--- config.mk ---
export PLATFORM = sky130hd
export DESIGN_NAME = wb_burst_master
export DESIGN_NICKNAME = d
export VERILOG_FILES = /design/src/rtl/wb_burst_master.sv
export SDC_FILE = /design/constraint.sdc
export NUM_CORES = 1
export LEC_CHECK = 0
export ABC_AREA = 1
export BUFFER_PORTS_ARGS = -buffer_cell sky130_fd_sc_hd__buf_2
export CORE_UTILIZATION = 55
export DETAILED_ROUTE_END_ITERATION = 10
export PLACE_DENSITY_LB_ADDON = 0.08
export SLEW_MARGIN = 10
export SYNTH_ARGS = -nofsm -noshare
export SYNTH_HDL_FRONTEND = slang
export SYNTH_SLANG_ARGS = --single-unit
export TNS_END_PERCENT = 1
--- constraint.sdc ---
create_clock -name wb_clk_i -period 3.8 [get_ports wb_clk_i]
set_clock_uncertainty 0.15 [all_clocks]
set_input_delay 0.38 -clock wb_clk_i [delete_from_list [all_inputs] [get_ports wb_clk_i]]
set_output_delay 0.38 -clock wb_clk_i [all_outputs]
set_load 0.01 [all_outputs]
--- src/rtl/wb_burst_master.sv ---
// Command-driven Wishbone B3 master: one linear incrementing burst per {we, adr, len} command,
// write data from a valid/ready stream, read data onto a valid/last stream, done/err per command.
`timescale 1ns/1ps
module wb_burst_master #(
    parameter int aw = 32,
    parameter int dw = 32,
    parameter int lw = 8
) (
    input  logic            wb_clk_i,
    input  logic            wb_rst_n_i,
    input  logic            cmd_valid_i,
    output logic            cmd_ready_o,
    input  logic            cmd_we_i,
    input  logic [aw-1:0]   cmd_adr_i,
    input  logic [lw-1:0]   cmd_len_i,
    input  logic            wdat_valid_i,
    output logic            wdat_ready_o,
    input  logic [dw-1:0]   wdat_i,
    output logic            rdat_valid_o,
    output logic [dw-1:0]   rdat_o,
    output logic            rdat_last_o,
    output logic            done_o,
    output logic            err_o,
    output logic [aw-1:0]   wb_adr_o,
    output logic [dw-1:0]   wb_dat_o,
    output logic [dw/8-1:0] wb_sel_o,
    output logic            wb_we_o,
    output logic            wb_cyc_o,
    output logic            wb_stb_o,
    output logic [2:0]      wb_cti_o,
    output logic [1:0]      wb_bte_o,
    input  logic            wb_ack_i,
    input  logic            wb_err_i,
    input  logic [dw-1:0]   wb_dat_i
);

    typedef enum logic [1:0] {S_IDLE, S_BUS, S_END} state_t;

    localparam logic [aw-1:0] ADR_STEP = aw'(dw / 8);

    state_t          state_q, state_d;
    logic [aw-1:0]   adr_q, adr_d;
    logic [lw-1:0]   len_q, len_d;
    logic [lw-1:0]   beat_q, beat_d;
    logic [lw:0]     fetch_q, fetch_d;
    logic            we_q, we_d;
    logic            dv_q, dv_d;
    logic [dw-1:0]   dat_q, dat_d;
    logic            cyc_q, cyc_d;
    logic [dw-1:0]   rdat_q, rdat_d;
    logic            rdat_valid_q, rdat_valid_d;
    logic            rdat_last_q, rdat_last_d;
    logic            done_q, done_d;
    logic            err_q, err_d;

    logic            last_beat;
    logic            stb;
    logic            bus_err;
    logic            beat;
    logic            fetch_left;
    logic            wdat_ready;
    logic            take;

    assign last_beat  = (beat_q == len_q);
    assign stb        = cyc_q & (~we_q | dv_q);
    assign bus_err    = stb & wb_err_i;
    assign beat       = stb & wb_ack_i & ~wb_err_i;
    assign fetch_left = (fetch_q != ({1'b0, len_q} + (lw + 1)'(1)));
    // Refill is allowed in the same cycle the held word is acked, giving zero-bubble writes.
    assign wdat_ready = (state_q == S_BUS) & we_q & fetch_left & (~dv_q | beat);
    assign take       = wdat_valid_i & wdat_ready;

    always_comb begin
        state_d      = state_q;
        adr_d        = adr_q;
        len_d        = len_q;
        beat_d       = beat_q;
        fetch_d      = fetch_q;
        we_d         = we_q;
        dv_d         = dv_q;
        dat_d        = dat_q;
        cyc_d        = cyc_q;
        rdat_d       = rdat_q;
        rdat_valid_d = 1'b0;
        rdat_last_d  = 1'b0;
        done_d       = 1'b0;
        err_d        = 1'b0;
        case (state_q)
            S_IDLE: begin
                if (cmd_valid_i) begin
                    adr_d   = cmd_adr_i;
                    len_d   = cmd_len_i;
                    we_d    = cmd_we_i;
                    beat_d  = '0;
                    fetch_d = '0;
                    dv_d    = 1'b0;
                    cyc_d   = 1'b1;
                    state_d = S_BUS;
                end
            end
            S_BUS: begin
                if (bus_err) begin
                    cyc_d   = 1'b0;
                    dv_d    = 1'b0;
                    done_d  = 1'b1;
                    err_d   = 1'b1;
                    state_d = S_END;
                end else if (beat) begin
                    adr_d  = adr_q + ADR_STEP;
                    beat_d = beat_q + lw'(1);
                    dv_d   = 1'b0;
                    if (!we_q) begin
                        rdat_d       = wb_dat_i;
                        rdat_valid_d = 1'b1;
                        rdat_last_d  = last_beat;
                    end
                    if (last_beat) begin
                        cyc_d   = 1'b0;
                        done_d  = 1'b1;
                        state_d = S_END;
                    end
                end
                if (take) begin
                    dat_d   = wdat_i;
                    dv_d    = 1'b1;
                    fetch_d = fetch_q + (lw + 1)'(1);
                end
            end
            S_END:   state_d = S_IDLE;
            default: state_d = S_IDLE;
        endcase
    end

    always_ff @(posedge wb_clk_i or negedge wb_rst_n_i) begin
        if (!wb_rst_n_i) begin
            state_q      <= S_IDLE;
            adr_q        <= '0;
            len_q        <= '0;
            beat_q       <= '0;
            fetch_q      <= '0;
            we_q         <= 1'b0;
            dv_q         <= 1'b0;
            dat_q        <= '0;
            cyc_q        <= 1'b0;
            rdat_q       <= '0;
            rdat_valid_q <= 1'b0;
            rdat_last_q  <= 1'b0;
            done_q       <= 1'b0;
            err_q        <= 1'b0;
        end else begin
            state_q      <= state_d;
            adr_q        <= adr_d;
            len_q        <= len_d;
            beat_q       <= beat_d;
            fetch_q      <= fetch_d;
            we_q         <= we_d;
            dv_q         <= dv_d;
            dat_q        <= dat_d;
            cyc_q        <= cyc_d;
            rdat_q       <= rdat_d;
            rdat_valid_q <= rdat_valid_d;
            rdat_last_q  <= rdat_last_d;
            done_q       <= done_d;
            err_q        <= err_d;
        end
    end

    assign cmd_ready_o  = (state_q == S_IDLE);
    assign wdat_ready_o = wdat_ready;
    assign rdat_valid_o = rdat_valid_q;
    assign rdat_o       = rdat_q;
    assign rdat_last_o  = rdat_last_q;
    assign done_o       = done_q;
    assign err_o        = err_q;
    assign wb_adr_o     = adr_q;
    assign wb_dat_o     = dat_q;
    assign wb_sel_o     = '1;
    assign wb_we_o      = cyc_q & we_q;
    assign wb_cyc_o     = cyc_q;
    assign wb_stb_o     = stb;
    assign wb_cti_o     = cyc_q ? (last_beat ? 3'b111 : 3'b010) : 3'b000;
    assign wb_bte_o     = 2'b00;

endmodule
==> results of run 1 <==
[power by group through the flow]
stage / Clock [µW] / Combinational [µW] / Sequential (µW)
floorplan: 0 / 1570 / 2620
global placement: 0 / 2680 / 2470
detailed placement: 0 / 2740 / 2470
CTS: 1730 / 2760 / 2480
global route: 1790 / 3100 / 2580
finish: 1710 / 2760 / 2500
[cells in the mapped netlist (all sizes together)]
cell / n
inv: 68
ha: 4
o31ai: 1
a2bb2oi: 1
nand3b: 3
nor3: 18
nand3: 61
clkinv: 1
or2: 2
o21bai: 3
o21ai: 43
conb: 2
dfrtp: 130
nor4: 5
xnor2: 5
o211ai: 8
nand2: 360
clkbuf: 13
a31oi: 4
o22ai: 5
buf: 26
xor2: 14
nor2: 79
or3: 1
a21oi: 14
a211oi: 1
a22oi: 3
and3: 1
nand4: 12
[what timing repair did]
action	CTS	global route
resized for setup	0	0
hold buffers	1	0
endpoints found under the hold margin	95	0
[state kept, by name (all words and copies together), names as in the netlist]
signal        count
rdat_valid_o      1
dv_q              1
wb_cyc_o          1
done_o            1
rdat_o           32
fetch_q           9
wb_dat_o         32
rdat_last_o       1
wb_adr_o         32
state_q           2
err_o             1
beat_q            8
len_q             8
we_q              1
[area by class of cell]
cell class              instances  area share [%]
well taps                     143            2.11
clock buffers                  21            5.44
repair buffers                226            13.7
inverters                      69            3.09
diodes                          2          0.0591
multi-input cells             654            35.3
flip-flops and latches        130            38.4
clock inverters                 9            1.85
[worst register-to-register path, stage by stage (launching register included)]
cell and delay [ns]:
dfrtp_1 0.42, ha_1 0.21, nand3_1 0.11, o21bai_1 0.21, nand3_1 0.10, nand2_1 0.08, nor2_1 0.05, nand3_2 0.10
nand3_4 0.39, inv_4 0.51, nand2_1 0.14, nand2_1 0.08
[worst max path at each step]
stage                     start            to  slack [ns]  depth (start not counted)
detailed placement     len_q[1]  wb_dat_o[18]        1.22                         11
CTS                    len_q[1]  wb_dat_o[18]        1.19                         11
global route           len_q[1]  wb_dat_o[18]        0.94                         11
global placement       len_q[1]    fetch_q[0]        1.31                         11
finish                 len_q[1]  wb_dat_o[18]        1.20                         11
floorplan           wb_adr_o[2]  wb_adr_o[18]        1.86                         10
[layer usage]
metal / vias up / track usage, % / wire length (µm)
met1: 3075 / 40.3 / 8040
met4: 2 / 10.0 / 234
met5: - / 0 / 11
li1: 3235 / - / -
met3: 22 / 9.07 / 1540
met2: 283 / 51.7 / 9240
[per-stage QoR]
step	cell area, µm²	utilization (%)	hold WS [ns]
global placement	7830	67.2	0.300
global route	8460	72.6	0.00717
CTS	8460	72.5	0.00316
finish	8460	72.6	0.0115
detailed placement	7830	67.2	0.305
floorplan	6730	-	-0.0656
[cell families after synthesis]
logic type	after synthesis	share of synthesized area, %
and+or+nand+nor	542	33.9
DFF	130	48.4
buffers and inverters	108	7.27
AOI/OAI and AO/OA	83	7.08
xor gates and xnor gates	19	2.48
adders and majority gates	4	0.745
other	2	0.112
==> flow_metrics.env, run 1 <==
export IMPL_port_buffers=218
export IMPL_clkPwrFrac_pct=24.6
export IMPL_timing_reg2reg_setup_slack_ns=1.20
export IMPL_post_route_period_util_pct=68.3
export IMPL_cts_setup_buffers=0
export IMPL_htreeDepth=4
export IMPL_synth_area_leader_cell="dfrtp_1"
export IMPL_cts_buffers=17
export IMPL_hpwl_um=13400
export IMPL_io_pins=225
export IMPL_fin_tns_setup_ns=0
export IMPL_die_h_um=112
export IMPL_power_uw=6970
export IMPL_switching_share_pct=41.2
export IMPL_status="completed"
export IMPL_final_nets=1213
export IMPL_post_drt_wl_per_cell_um=15.2
export IMPL_multiInputGateArea_um2=2990
export IMPL_maxCapViolations=0
export IMPL_cp_top_family="simple AND/OR/NAND/NOR gates"
export IMPL_netlist_area_um2=6720
export IMPL_routed_wl_um=19100
export IMPL_final_max_slew_violation_count=0
export IMPL_cp_common_cell="nand2_1"
export IMPL_postRouteAntennaNets=0
export IMPL_ys_seq_area_share_pct=48.4
export IMPL_hp_class="primary input to register"
export IMPL_start_util_pct=57.6
export IMPL_final_critical_path_setup_slack_ns=1.20
export IMPL_first_pass_iters=6
export IMPL_switching_power_uw=2870
export IMPL_drt_iter0_drc=560
export IMPL_synth_distinct_cells=42
export IMPL_yosys_register_bits=130
export IMPL_cp_slowest_cell="inv_4"
export IMPL_end_kind="register"
export IMPL_ff_latch_area_um2=3250
export IMPL_via_per_inst=5.28
export IMPL_required_ns=4.00
export IMPL_overflow=0
export IMPL_grt_antenna_before_repair=3
export IMPL_path_max_fanout=44
export IMPL_yosys_warnings=0
export IMPL_synth_avg_cell_area_um2=7.56
export IMPL_synthTopCellsByArea="dfrtp_1 48%, nand2_1 19%, nand3_1 4.4%, nor2_1 4.1%, inv_1 3.5%"
export IMPL_critPathMaxStageDelay_ns=0.49
export IMPL_clk_path_buf_depth=2
export IMPL_p_comb_share_pct=39.6
export IMPL_grt_max_degree=98
export IMPL_drive_gt1_share_pct=25.5
export IMPL_hold_end="wb_dat_o[19]"
export IMPL_worstPathArrival_ns=2.79
export IMPL_fmax_mhz=385
export IMPL_ir_drop_mv=0.429
export IMPL_n_fill_cell=957
export IMPL_layout_min_cycle_time_ns=2.60
export IMPL_place_ws_ns=1.22
export IMPL_grt_pass1_vias=6312
export IMPL_gp_congestion=0.885
export IMPL_holdPathStages=3
export IMPL_r2r_start="len_q[1]"
export IMPL_final_cell_mix="347 x nand2_1, 217 x buf_2, 130 x dfrtp_1"
export IMPL_syn_inst=888
export IMPL_crit_chain="ha_1, nand3_1, o21bai_1, nand3_1, nand2_1, nor2_1, nand3_2, nand3_4, inv_4, nand2_1, nand2_1"
export IMPL_cts_tree="yes"
export IMPL_clock_latency_ns=0.41
export IMPL_dieWidth_um=112
export IMPL_hold_start="wdat_i[19]"
export IMPL_setup_viol=0
export IMPL_critPathKind="register to register"
export IMPL_r2r_end="wb_dat_o[18]"
export IMPL_track_usage_pct=31.5
export IMPL_clockRootBuffer="clkbuf_16"
export IMPL_final_common_cell="nand2_1"
export IMPL_cp_num_buf_inv=1
export IMPL_clk_pin_slew_ns=0.06
export IMPL_pwr_density_cell_nw_per_um2=823
export IMPL_p_int_uw=4100
export IMPL_hold_violations=0
export IMPL_cts_sinks=130
export IMPL_seqPwrFrac_pct=35.8
export IMPL_worst_pin_slew_ns=0.876
export IMPL_syn_to_final_growth_pct=26.0
export IMPL_fin_cells=1254
export IMPL_core_um2=11700
export IMPL_drc_errors=0
export IMPL_placementRows=39
export IMPL_power_leakage_uw=0.00461
export IMPL_dp_cells=1221
export IMPL_vias=6617
export IMPL_slew_headroom_pct=41.6
export IMPL_rsz0062_at_grt="no"
export IMPL_worst_r2r_path_depth=11
export IMPL_start_kind="register"
export IMPL_synth_top_area_share_pct=48.4
export IMPL_grt_pass1_wl_um=31000
export IMPL_fp_dieArea_um2=12700
No activity file was read; power rests on OpenSTA's default activity.
==> run 2: changes to the inputs <==
- CORE_UTILIZATION: 55 -> 46
- clock period: 3.8 -> 2.36 ns (I/O delays scaled with it)
==> flow_metrics.env, run 2 (synthesis results as in run 1) <==
export IMPL_status="complete, but fails checks"
export IMPL_violations="hold timing"
export IMPL_drt_iter0_drc=440
export IMPL_cts_tree="yes"
export IMPL_gp_congestion=0.919
export IMPL_ir_drop_mv=0.667
export IMPL_p_comb_share_pct=42.5
export IMPL_die_h_um=123
export IMPL_track_usage_pct=28.3
export IMPL_grt_antenna_before_repair=0
export IMPL_final_cell_mix="342 x nand2_1, 216 x buf_2, 127 x dfrtp_1"
export IMPL_port_buffers=218
export IMPL_fin_util_pct=68.9
export IMPL_power_uw=11500
export IMPL_drive_gt1_share_pct=26.3
export IMPL_cts_sinks=130
export IMPL_clk_pin_slew_ns=0.06
export IMPL_postRouteAntennaNets=0
export IMPL_layout_min_cycle_time_ns=2.36
export IMPL_clock_latency_ns=0.42
export IMPL_clockRootBuffer="clkbuf_16"
export IMPL_grt_max_degree=57
export IMPL_final_nets=1326
export IMPL_start_util_pct=47.8
export IMPL_dieWidth_um=123
export IMPL_diodes=0
export IMPL_io_pins=225
export IMPL_grt_pass1_vias=6750
export IMPL_setup_viol=0
export IMPL_worstPathArrival_ns=1.97
export IMPL_switching_share_pct=41.7
export IMPL_hold_violations=1
export IMPL_routed_wl_um=20700
export IMPL_final_max_slew_violation_count=0
export IMPL_first_pass_iters=6
export IMPL_core_um2=14000
export IMPL_htreeDepth=4
export IMPL_p_int_uw=6730
export IMPL_placementRows=43
export IMPL_fin_cells=1401
export IMPL_dp_cells=1271
export IMPL_power_leakage_uw=0.00508
export IMPL_required_ns=1.97
export IMPL_post_drt_wl_per_cell_um=14.7
export IMPL_end_kind="output pin"
export IMPL_drc_errors=0
export IMPL_hpwl_um=13800
export IMPL_syn_to_final_growth_pct=44.0
export IMPL_pwr_density_cell_nw_per_um2=1190
export IMPL_final_common_cell="nand2_1"
export IMPL_post_route_period_util_pct=100
export IMPL_clkPwrFrac_pct=22.6
export IMPL_switching_power_uw=4810
export IMPL_fp_dieArea_um2=15100
export IMPL_overflow=0
export IMPL_path_max_fanout=2
export IMPL_seqPwrFrac_pct=34.9
export IMPL_start_kind="register"
export IMPL_via_per_inst=5.02
export IMPL_rsz0062_at_grt="yes"
export IMPL_slew_headroom_pct=62.4
export IMPL_grt_pass1_wl_um=33000
export IMPL_clk_path_buf_depth=2
export IMPL_maxCapViolations=0
export IMPL_worst_pin_slew_ns=0.563
export IMPL_holdWs_ns=-0.00734
export IMPL_hp_class="primary input to register"
export IMPL_cts_buffers=17
export IMPL_vias=7038
export IMPL_fmax_mhz=424
export IMPL_critPathKind="register to output pin"
-- run 2: power groups by stage --
stage | Combinational [µW] | Sequential (µW) | Clock, µW
6_report | 4910 | 4030 | 2610
5_1_grt | 5510 | 4160 | 2730
4_1_cts | 4700 | 3990 | 2630
3_5_place_dp | 4530 | 4000 | 0
3_3_place_gp | 4460 | 4010 | 0
2_1_floorplan | 2530 | 4210 | 0
-- run 2: stage by stage --
step	TNS, ns	area [µm²]	hold WS (ns)	worst slack, ns
2_1_floorplan	0	6730	-0.210	0.419
3_3_place_gp	0	8000	0.0853	0.215
3_5_place_dp	0	8000	0.0873	0.175
4_1_cts	-0.0370	9560	0.000106	-0.0370
5_1_grt	-0.188	9670	0.0219	-0.0692
6_report	0	9670	-0.00734	0.000475
-- run 2: per-layer routing --
| metal | part of all wire, % | up-vias | GRT usage [%] |
|---|---|---|---|
| li1 | - | 3453 | - |
| met3 | 6.4 | 40 | 6.88 |
| met2 | 48 | 262 | 45.4 |
| met1 | 43 | 3283 | 37.3 |
| met4 | 2.4 | 0 | 9.91 |
| met5 | 0 | - | 0 |
-- run 2: worst max-delay path, stage by stage, from the launching register on --
cell and delay (ns):
dfrtp_2 0.43, ha_4 0.25, xnor2_2 0.14, nand3_2 0.09, nor2_2 0.13, nand2_1 0.07, nor2_2 0.12, nand3_2 0.09
nand2_2 0.07, inv_2 0.04, buf_6 0.11
-- run 2: area by class of cell --
type,instances,area [µm²]
tap,180,225
fill,1134,4370
inverter,69,267
timing repair buffer,339,2280
multi-input combinational,654,3070
clock buffer,19,433
clock inverter,10,139
sequential,130,3260
-- run 2: what timing repair did --
action,4_1_cts,5_1_grt
pin swaps,2,11
setup buffers,2,3
endpoints found under the hold margin,147,0
hold buffers,96,0
gates resized for setup,2,27
setup endpoints to repair,1,45
-- run 2: worst paths after layout --
kind / startpoint / end / slack [ns] / cells past startpoint
worst max-delay path: len_q[0] / wdat_ready_o / 0.0005 / 10
worst min-delay path: cmd_adr_i[17] / wb_adr_o[17] / -0.007 / 3
worst max register to register: len_q[0] / wb_dat_o[18] / 0.07 / 12
worst min register to register: rdat_o[9] / rdat_o[9] / 0.31 / 2
max in group asynchronous: wb_rst_n_i / rdat_o[0] / 1.22 / 3
min in group asynchronous: wb_rst_n_i / len_q[7] / 0.19 / 2
==> run 3: changes to the inputs <==
- CORE_UTILIZATION: 46 -> 47
- CTS_BUF_LIST: unset -> sky130_fd_sc_hd__clkbuf_2
==> flow_metrics.env, run 3 (synthesis results as in run 1) <==
export IMPL_placementRows=43
export IMPL_power_leakage_uw=0.00503
export IMPL_gp_congestion=0.912
export IMPL_timing_reg2reg_setup_slack_ns=0.20
export IMPL_hold_violations=0
export IMPL_layout_min_cycle_time_ns=2.63
export IMPL_setup_viol=3
export IMPL_drive_gt1_share_pct=24.8
export IMPL_violations="setup timing"
export IMPL_slew_headroom_pct=63.0
export IMPL_fp_dieArea_um2=14800
export IMPL_cts_tree="yes"
export IMPL_first_pass_iters=5
export IMPL_post_route_period_util_pct=111
export IMPL_critPathKind="register to output pin"
export IMPL_grt_pass1_vias=6838
export IMPL_via_per_inst=4.92
export IMPL_required_ns=1.97
export IMPL_cts_sinks=130
export IMPL_post_drt_wl_per_cell_um=14.2
export IMPL_port_buffers=218
export IMPL_clockRootBuffer="clkbuf_2"
export IMPL_place_ws_ns=0.247
export IMPL_grt_max_degree=53
export IMPL_cts_buffers=17
export IMPL_path_max_fanout=4
export IMPL_final_nets=1339
export IMPL_worst_pin_slew_ns=0.554
export IMPL_final_max_slew_violation_count=0
export IMPL_clock_latency_ns=0.71
export IMPL_postRouteAntennaNets=0
export IMPL_maxCapViolations=0
export IMPL_hpwl_um=13500
export IMPL_fin_util_pct=67.9
export IMPL_worstPathArrival_ns=2.24
export IMPL_track_usage_pct=28.4
export IMPL_start_kind="register"
export IMPL_overflow=0
export IMPL_hp_class="primary input to register"
export IMPL_final_critical_path_setup_slack_ns=-0.268
export IMPL_ir_drop_mv=0.536
export IMPL_rsz0062_at_grt="yes"
export IMPL_core_um2=13900
export IMPL_pwr_density_cell_nw_per_um2=1080
export IMPL_end_kind="output pin"
export IMPL_vias=6976
export IMPL_holdWs_ns=0.0892
export IMPL_io_pins=225
export IMPL_start_util_pct=48.2
export IMPL_final_common_cell="nand2_1"
export IMPL_fin_tns_setup_ns=-0.478
export IMPL_fmax_mhz=381
export IMPL_drt_iter0_drc=458
export IMPL_clk_pin_slew_ns=0.21
export IMPL_drc_errors=0
export IMPL_dieWidth_um=122
export IMPL_grt_antenna_before_repair=1
export IMPL_htreeDepth=4
export IMPL_syn_to_final_growth_pct=41.0
export IMPL_die_h_um=122
export IMPL_clk_path_buf_depth=2
export IMPL_final_cell_mix="346 x nand2_1, 216 x buf_2, 129 x dfrtp_1"
export IMPL_status="complete, but fails checks"
export IMPL_routed_wl_um=20200
export IMPL_grt_pass1_wl_um=32600
-- run 3: layout make-up --
class | count | area, µm²
Sequential cell | 130 | 3250
Tap cell | 180 | 225
Fill cell | 1183 | 4470
Antenna cell | 1 | 2.50
Multi-Input combinational cell | 654 | 3020
Clock buffer | 18 | 90.1
Timing Repair Buffer | 352 | 2450
Inverter | 69 | 267
Clock inverter | 14 | 161
-- run 3: critical path: stages, from the launching register on --
cell and delay [ns]:
dfrtp_1 0.45, ha_1 0.30, xnor2_1 0.13, nand3_1 0.08
nor2_1 0.09, nand2_1 0.07, nor2_2 0.12, nand3_2 0.08
nand2_1 0.07, inv_1 0.05, buf_6 0.11
-- run 3: metrics by stage --
step / cell area [µm²] / cells / total power (µW)
floorplan: 6730 / 892 / 6740
CTS: 9450 / 1417 / 10200
detailed placement: 7990 / 1268 / 8500
finish: 9470 / 1418 / 10200
global placement: 7990 / 1268 / 8460
global route: 9470 / 1418 / 11100
-- run 3: where the power goes --
group	internal (µW)	switching, µW	leakage, µW	total (µW)
logic	1890	2910	0.00325	4800
registers	3140	835	0.00163	3980
clock network	590	850	0.000147	1440
total	5630	4600	0.00503	10200
-- run 3: metal layers --
metal	share of wire [%]	global-route usage, %
met3	7.6	8.66
met5	0	0
met1	44	36.2
met2	46	45.6
met4	2.2	9.95
-- run 3: path summary, 6_finish.rpt --
check | start | end | depth (start not counted)
setup / recovery | len_q[0] | wdat_ready_o | 10
hold / removal | wdat_i[0] | wb_dat_o[0] | 4
setup reg to reg | len_q[0] | fetch_q[7] | 12
hold reg to reg | rdat_o[2] | rdat_o[2] | 2
max in group asynchronous | wb_rst_n_i | wb_adr_o[24] | 4
min in group asynchronous | wb_rst_n_i | beat_q[7] | 4
-- run 3: repair_timing --
action / in CTS / in global routing
setup endpoints to repair: 3 / 41
buffers inserted: 4 / 0
endpoints found under the hold margin: 257 / 0
resized for setup: 7 / 5
pin swaps: 2 / 1
hold buffers: 113 / 0
